**config.mk**
```make
export PLATFORM = sky130hd
export DESIGN_NAME = conv_encoder_framed
export DESIGN_NICKNAME = d
export VERILOG_FILES = /design/src/rtl/conv_encoder_framed.sv
export SDC_FILE = /design/constraint.sdc
export NUM_CORES = 1
export LEC_CHECK = 0
export BUFFER_PORTS_ARGS = -buffer_cell sky130_fd_sc_hd__buf_4
export CORE_ASPECT_RATIO = 0.7
export CORE_MARGIN = 5
export CORE_UTILIZATION = 35
export DETAILED_ROUTE_END_ITERATION = 10
export GPL_TIMING_DRIVEN = 0
export SLEW_MARGIN = 20
export SYNTH_ARGS = -nofsm -noshare
export SYNTH_HDL_FRONTEND = slang
export SYNTH_SLANG_ARGS = --single-unit
```
**constraint.sdc**
```tcl
create_clock -name clk -period 2.5 [get_ports clk]
set_clock_uncertainty 0.2 [all_clocks]
set_input_delay 0 -clock clk [delete_from_list [all_inputs] [get_ports clk]]
set_output_delay 0 -clock clk [all_outputs]
set_load 0.005 [all_outputs]
```
**src/rtl/conv_encoder_framed.sv**
```systemverilog
// conv_encoder_framed: framed rate-1/N_OUT feed-forward convolutional encoder
// with two selectable codes, valid/ready handshakes and automatic zero-tail termination.
module conv_encoder_framed #(
   parameter int N_OUT = 2,
   parameter int K_MAX = 7,
   parameter int K_A   = 3,
   parameter int K_B   = 7,
   parameter logic [N_OUT*K_MAX-1:0] G_A = {7'o005, 7'o007},
   parameter logic [N_OUT*K_MAX-1:0] G_B = {7'o155, 7'o117}
) (
   input  logic             clk,
   input  logic             rst_n,
   input  logic             choose_constraint_length,
   input  logic             unencoded_bits,
   input  logic             in_valid,
   input  logic             in_last,
   output logic             in_ready,
   output logic [N_OUT-1:0] out,
   output logic             out_valid,
   output logic             out_last,
   input  logic             out_ready,
   output logic             busy
);
   localparam int CW = $clog2(K_MAX + 1);
   typedef enum logic [1:0] {IDLE, DATA, TAIL} state_t;
   state_t state_q, state_d;
   logic mode_q, mode_d;
   logic [CW-1:0] tail_cnt_q, tail_cnt_d, k_n;
   logic [K_MAX-1:0] sr_q, sr_d, taps, mask;
   logic [N_OUT*K_MAX-1:0] g;
   logic [N_OUT-1:0] out_q, out_d, sym;
   logic out_valid_q, out_valid_d, out_last_q, out_last_d;
   logic adv, acc, tail_step, fin, step;
   always_comb begin
      adv = !out_valid_q || out_ready;
      in_ready = adv && (state_q != TAIL);
      acc = in_valid && in_ready;
      tail_step = adv && (state_q == TAIL);
      fin = tail_step && (tail_cnt_q == CW'(1));
      step = acc || tail_step;
      // the code is sampled only on the first beat of a frame
      mode_d = (state_q == IDLE && acc) ? choose_constraint_length : mode_q;
      k_n = mode_d ? CW'(K_B) : CW'(K_A);
      g = mode_d ? G_B : G_A;
      taps = {sr_q[K_MAX-2:0], unencoded_bits && (state_q != TAIL)};
      for (int i = 0; i < K_MAX; i++) mask[i] = CW'(i) < k_n;
      for (int j = 0; j < N_OUT; j++) sym[j] = ^(taps & mask & g[j*K_MAX +: K_MAX]);
      // clearing on the final tail step also flushes taps beyond a short code's span
      sr_d = fin ? '0 : step ? taps : sr_q;
      out_d = step ? sym : out_q;
      out_valid_d = step ? 1'b1 : adv ? 1'b0 : out_valid_q;
      out_last_d = step ? fin : adv ? 1'b0 : out_last_q;
      state_d = state_q;
      tail_cnt_d = tail_cnt_q;
      if (acc && in_last) begin
         state_d = TAIL;
         tail_cnt_d = k_n - CW'(1);
      end else if (acc && state_q == IDLE) begin
         state_d = DATA;
      end
      if (tail_step) begin
         tail_cnt_d = tail_cnt_q - CW'(1);
         state_d = fin ? IDLE : TAIL;
      end
   end
   always_ff @(posedge clk or negedge rst_n) begin
      if (!rst_n) begin
         state_q <= IDLE;
         mode_q <= 1'b0;
         tail_cnt_q <= '0;
         sr_q <= '0;
         out_q <= '0;
         out_valid_q <= 1'b0;
         out_last_q <= 1'b0;
      end else begin
         state_q <= state_d;
         mode_q <= mode_d;
         tail_cnt_q <= tail_cnt_d;
         sr_q <= sr_d;
         out_q <= out_d;
         out_valid_q <= out_valid_d;
         out_last_q <= out_last_d;
      end
   end
   assign out = out_q;
   assign out_valid = out_valid_q;
   assign out_last = out_last_q;
   assign busy = state_q != IDLE;
endmodule

```
==> results of run 1 <==
==> per-layer routing <==
metal	vias up	track usage	share of wire
met2	22	0.206	0.44
met3	4	0.0474	0.058
met1	389	0.164	0.49
met4	0	0.0281	0.0070
met5	-	0	0
li1	410	-	-
==> area by class of cell <==
| type | count | area [µm²] | area share |
|---|---|---|---|
| multi-input cells | 79 | 484 | 0.410 |
| flip-flops and latches | 16 | 400 | 0.339 |
| repair buffers | 18 | 150 | 0.127 |
| clock buffers | 4 | 55.1 | 0.0467 |
| well taps | 34 | 42.5 | 0.0361 |
| plain buffers | 3 | 28.8 | 0.0244 |
| inverters | 5 | 18.8 | 0.0159 |
==> worst max-delay path, stage by stage (launching register included) <==
cell	delay [ps]
dfrtp_1	430
nor2b_1	160
buf_6	140
or3_2	420
a211oi_1	360
a2111oi_0	130
or3b_1	380
==> cell usage in the layout, fill, tap and decap left out, types with 2 or more instances in the layout <==
cell	instances
dlygate4sd3_1	6
dfrtp_1	16
a211o_1	2
a21oi_1	7
o2111ai_1	2
clkbuf_8	5
nor2b_1	2
o21ai_0	5
ha_1	2
nor2_1	5
o211ai_1	2
nor3_1	3
nand3_1	4
o21ai_1	2
inv_1	5
buf_4	12
nand2_1	18
or3_2	2
==> cell families (layout without fill, tap and decap cells) <==
logic type / after synthesis / in the layout / synth area share
compound gates: 29 / 29 / 0.208
xor+xnor: 1 / 1 / 0.00940
fa+ha+maj: 2 / 2 / 0.0268
buf+inv: 8 / 30 / 0.0510
flops: 16 / 16 / 0.430
simple gates: 47 / 47 / 0.275
==> power breakdown <==
part | internal [µW] | switching, µW
Clock | 140 | 91.6
Sequential | 370 | 110
Combinational | 279 | 310
Total | 789 | 511
==> how the worst min path moves through the flow <==
| stage | start | end | depth (start not counted) |
|---|---|---|---|
| 2_1_floorplan | rst_n | mode_q | 0 |
| 3_3_place_gp | rst_n | sr_q[3] | 1 |
| 3_5_place_dp | rst_n | sr_q[3] | 1 |
| 4_1_cts | out_ready | out_last | 4 |
| 5_1_grt | out_ready | out_last | 4 |
| 6_report | out_ready | out_last | 4 |
==> through the flow <==
| stage | instances | power (µW) |
|---|---|---|
| 6_report | 159 | 1300 |
| 5_1_grt | 159 | 1420 |
| 4_1_cts | 159 | 1310 |
| 3_5_place_dp | 149 | 1070 |
| 3_3_place_gp | 149 | 1050 |
| 2_1_floorplan | 103 | 872 |
==> state kept, by name, indices dropped and copies added, names as in the netlist <==
register / count
state_q: 2
out_last: 1
tail_cnt_q: 3
sr_q: 6
mode_q: 1
out: 2
out_valid: 1
==> run summary, run 1 <==
EDFF count, synth = 0
First-pass DRT Iterations = 4
CTS buffer count = 3
diode count = 0
worst relative slew slack = 0.437
Setup Slack @ Placement = 185 ps
# setup viols final = 0
R2R Path Start = state_q[1]
fmax = 427 MHz
drt total wl = 2.13 mm
initial antenna violation count = 0
CTS tree = done
Worst setup EP type = flip-flop
top cells by count, synth = nand2_1, dfrtp_1, a21oi_1
core area = 0.00250 mm²
Cell variety after synth = 41
initial core utilization = 0.373
DIE HEIGHT = 53.2 µm
crit path max fanout = 9
largest net degree at the start of global routing = 17
CTS Buffer Depth = 2
worst-case reg-to-reg path depth = 6
WS Path Type = reg2reg
max-cap check violation count = 0
maximum vdd drop = 0.472 mV
share of cells above drive strength 1 = 0.224
hold buffers post-CTS = 6
Setup WS post-layout = 156 ps
Fillers = 254
Syn Inst Count = 103
Die Wd = 71.7 µm
global-route usage over all layers = 0.128
worst setup path endpoint = out[0]
htree depth = 1
Arrival @ worst endpoint = 2280 ps
Gates resized, CTS repair = 0
R2R setup slack = 160 ps
Critical Path Start = state_q[1]
Cell Pwr Density = 1100 mW/mm²
Static Leak = 0.000518 µW
Synth Cell Area = 932 µm²
fin. max-slew vios = 0
CP Launch Type = flip-flop
status = finished clean
setup TNS = 0 ps
syn_nets = 112
Worst Path Required = 2440 ps
#FFs+latches synth = 16
top post-synthesis cells by area = dfrtp_1, nand2_1, a21oi_1
IO Pins = 13
dpl hpwl = 1.60 mm
hold crit path type = in2reg
num rows = 15
total number of vias = 825
RSZ-0062 raised after global routing = false
area delta synth->final = 26.6%
PortBufs = 12
Post-synth top flop = dfrtp_1
routability-driven placement congestion ratio = 0.857
Hold Slack = 109 ps
DRT iter0 DRCs = 49
share of flip-flops with an asynchronous set or reset = 1.00
yosys warns = 0
top-count cell post-synth = nand2_1
clock sink count = 16
Cell Area, Placed = 0.00106 mm²
Worst Tran Pin Value = 842 ps
cell area after layout = 0.00118 mm²
Period Utilization, post-route = 0.937
Die Outline Area = 0.00381 mm²
Synth area leader = dfrtp_1
vias per std cell = 5.19
Layout Nets = 135
CTS root buf = clkbuf_8
clock-pin slew on the worst setup and hold paths = 70 ps
final core utilization = 0.473
Fin. Hold Viols = 0
number of global-route vias before repair = 824
Post-CTS Setup Bufs = 0
post-route ant nets = 0
sequential fraction of the synthesis area = 0.430
Remaining Overflow, GRT = 0
# DRC = 0
post-layout min period = 2340 ps
Clk Latency, worst-skew pair = 250 ps
RR Endpoint = out[0]
first-pass GRT wire length = 3.70 mm
area share of the largest cell type after synthesis = 0.430
synthesized area per cell = 9.05 µm²
WL/cell = 13.4 µm
No activity file was read; power rests on OpenSTA's default activity.
==> run 2, diff against run 1 <==
Settings changed: CORE_MARGIN 5 to unset.
==> run summary, run 2 (synthesized netlist as in run 1, its figures left out) <==
Period Utilization, post-route = 0.930
R2R setup slack = 170 ps
Cell Pwr Density = 1110 mW/mm²
Setup WS post-layout = 175 ps
initial core utilization = 0.373
clock power share = 0.176
IO Pins = 13
Fin. Hold Viols = 0
Net Switching = 523 µW
CP peak stage delay = 450 ps
Worst setup EP type = flip-flop
logic gate share of total power = 0.453
biggest regs = sr_q x6, tail_cnt_q x3
Worst Tran Pin Value = 794 ps
hold path depth = 4
DRT iter0 DRCs = 104
Crit-path slowest cell = dfrtp_1
crit path buf inv count = 0
hold crit path type = in2reg
CTS Buffer Depth = 2
Fillers = 252
Biggest register = sr_q
CTS buffer count = 3
status = finished clean
First-pass DRT Iterations = 4
initial antenna violation count = 0
CP Launch Type = flip-flop
num rows = 15
max-cap check violation count = 0
worst relative slew slack = 0.470
Static Leak = 0.000518 µW
Sw Ratio = 0.398
number of global-route vias before repair = 762
Pint = 789 µW
Clk Latency, worst-skew pair = 250 ps
fin. max-slew vios = 0
clock-pin slew on the worst setup and hold paths = 70 ps
Die Outline Area = 0.00288 mm²
worst-case reg-to-reg path depth = 5
Arrival @ worst endpoint = 2260 ps
routability-driven placement congestion ratio = 0.824
RSZ-0062 raised after global routing = false
setup TNS = 0 ps
register area = 400 µm²
fmax = 430 MHz
largest net degree at the start of global routing = 17
Layout Nets = 135
diode count = 0
first-pass GRT wire length = 3.62 mm
clock sink count = 16
Worst path top cell family by delay = simple AND/OR/NAND/NOR gates
htree depth = 1
most common cell after layout, fill and taps aside = nand2_1
share of cells above drive strength 1 = 0.224
vias per std cell = 5.36
core area = 0.00250 mm²
# DRC = 0
Setup Slack @ Placement = 211 ps
max FFs per register = 6
PortBufs = 12
global-route usage over all layers = 0.170
WL/cell = 13.9 µm
drt total wl = 2.21 mm
post-route ant nets = 0
# setup viols final = 0
dpl hpwl = 1.61 mm
WS Path Type = reg2reg
multi-input logic area = 484 µm²
sequential share of power = 0.371
Die Wd = 63.7 µm
CTS tree = done
total number of vias = 853
DIE HEIGHT = 45.2 µm
CP Depth = 5
most frequent cells in the layout = nand2_1, dfrtp_1, buf_4
critical-path cell list = or3b_4 > or3_4 > a211oi_2 > a2111oi_0 > or3b_1
post-layout min period = 2330 ps
crit path max fanout = 6
CTS root buf = clkbuf_8
Worst Path Required = 2430 ps
area delta synth->final = 26.6%
maximum vdd drop = 0.491 mV
Remaining Overflow, GRT = 0
run 2: cell counts in the layout (fill, tap and decap cells not counted):
Identical to the previous run, type by type.
run 2: worst paths after layout:
path | startpoint | to
min in group asynchronous | rst_n | mode_q
min | out_ready | out_last
max reg2reg | state_q[1] | out[0]
max in group asynchronous | rst_n | out[1]
max | state_q[1] | out[0]
min reg2reg | out_last | out_last
run 2: worst register-to-register path, cell delays in order (launching register included):
cell       delay, ps
dfrtp_1          450
or3b_4           440
or3_4            390
a211oi_2         260
a2111oi_0         90
or3b_1           370
run 2: layer usage:
layer  up-vias  GRT usage  wire length (µm)
li1        415          -                 -
met1       402      0.236              1040
met2        36      0.268               990
met3         0     0.0530               175
met4         0     0.0273                 0
met5         -          0                 0
run 2: what timing repair did:
| action | in CTS | in global routing |
|---|---|---|
| gates resized for setup | 0 | 0 |
| buffers inserted | 0 | 0 |
| hold buffers | 6 | 0 |
| hold endpoints to repair | 23 | 0 |
run 2: metrics by stage:
| step | hold slack (ps) | power, µW | utilization | instances | cell area, µm² |
|---|---|---|---|---|---|
| global route | 178 | 1420 | 0.473 | 159 | 1180 |
| CTS | 142 | 1320 | 0.473 | 159 | 1180 |
| detailed placement | -323 | 1070 | 0.427 | 149 | 1060 |
| global placement | -326 | 1050 | 0.427 | 149 | 1060 |
| finish | 143 | 1310 | 0.473 | 159 | 1180 |
| floorplan | -496 | 872 | - | 103 | 932 |
run 2: layout make-up:
class / instances / share of cell area
multi-input cells: 79 / 0.410
flip-flops and latches: 16 / 0.339
repair buffers: 18 / 0.127
clock buffers: 4 / 0.0467
well taps: 34 / 0.0361
plain buffers: 3 / 0.0244
inverters: 5 / 0.0159
run 2: power by group through the flow:
stage               registers [µW]  logic, µW  clock network [µW]
floorplan                      458        414                   0
global placement               479        568                   0
detailed placement             485        589                   0
CTS                            484        600                 236
global route                   503        665                 248
finish                         486        594                 231
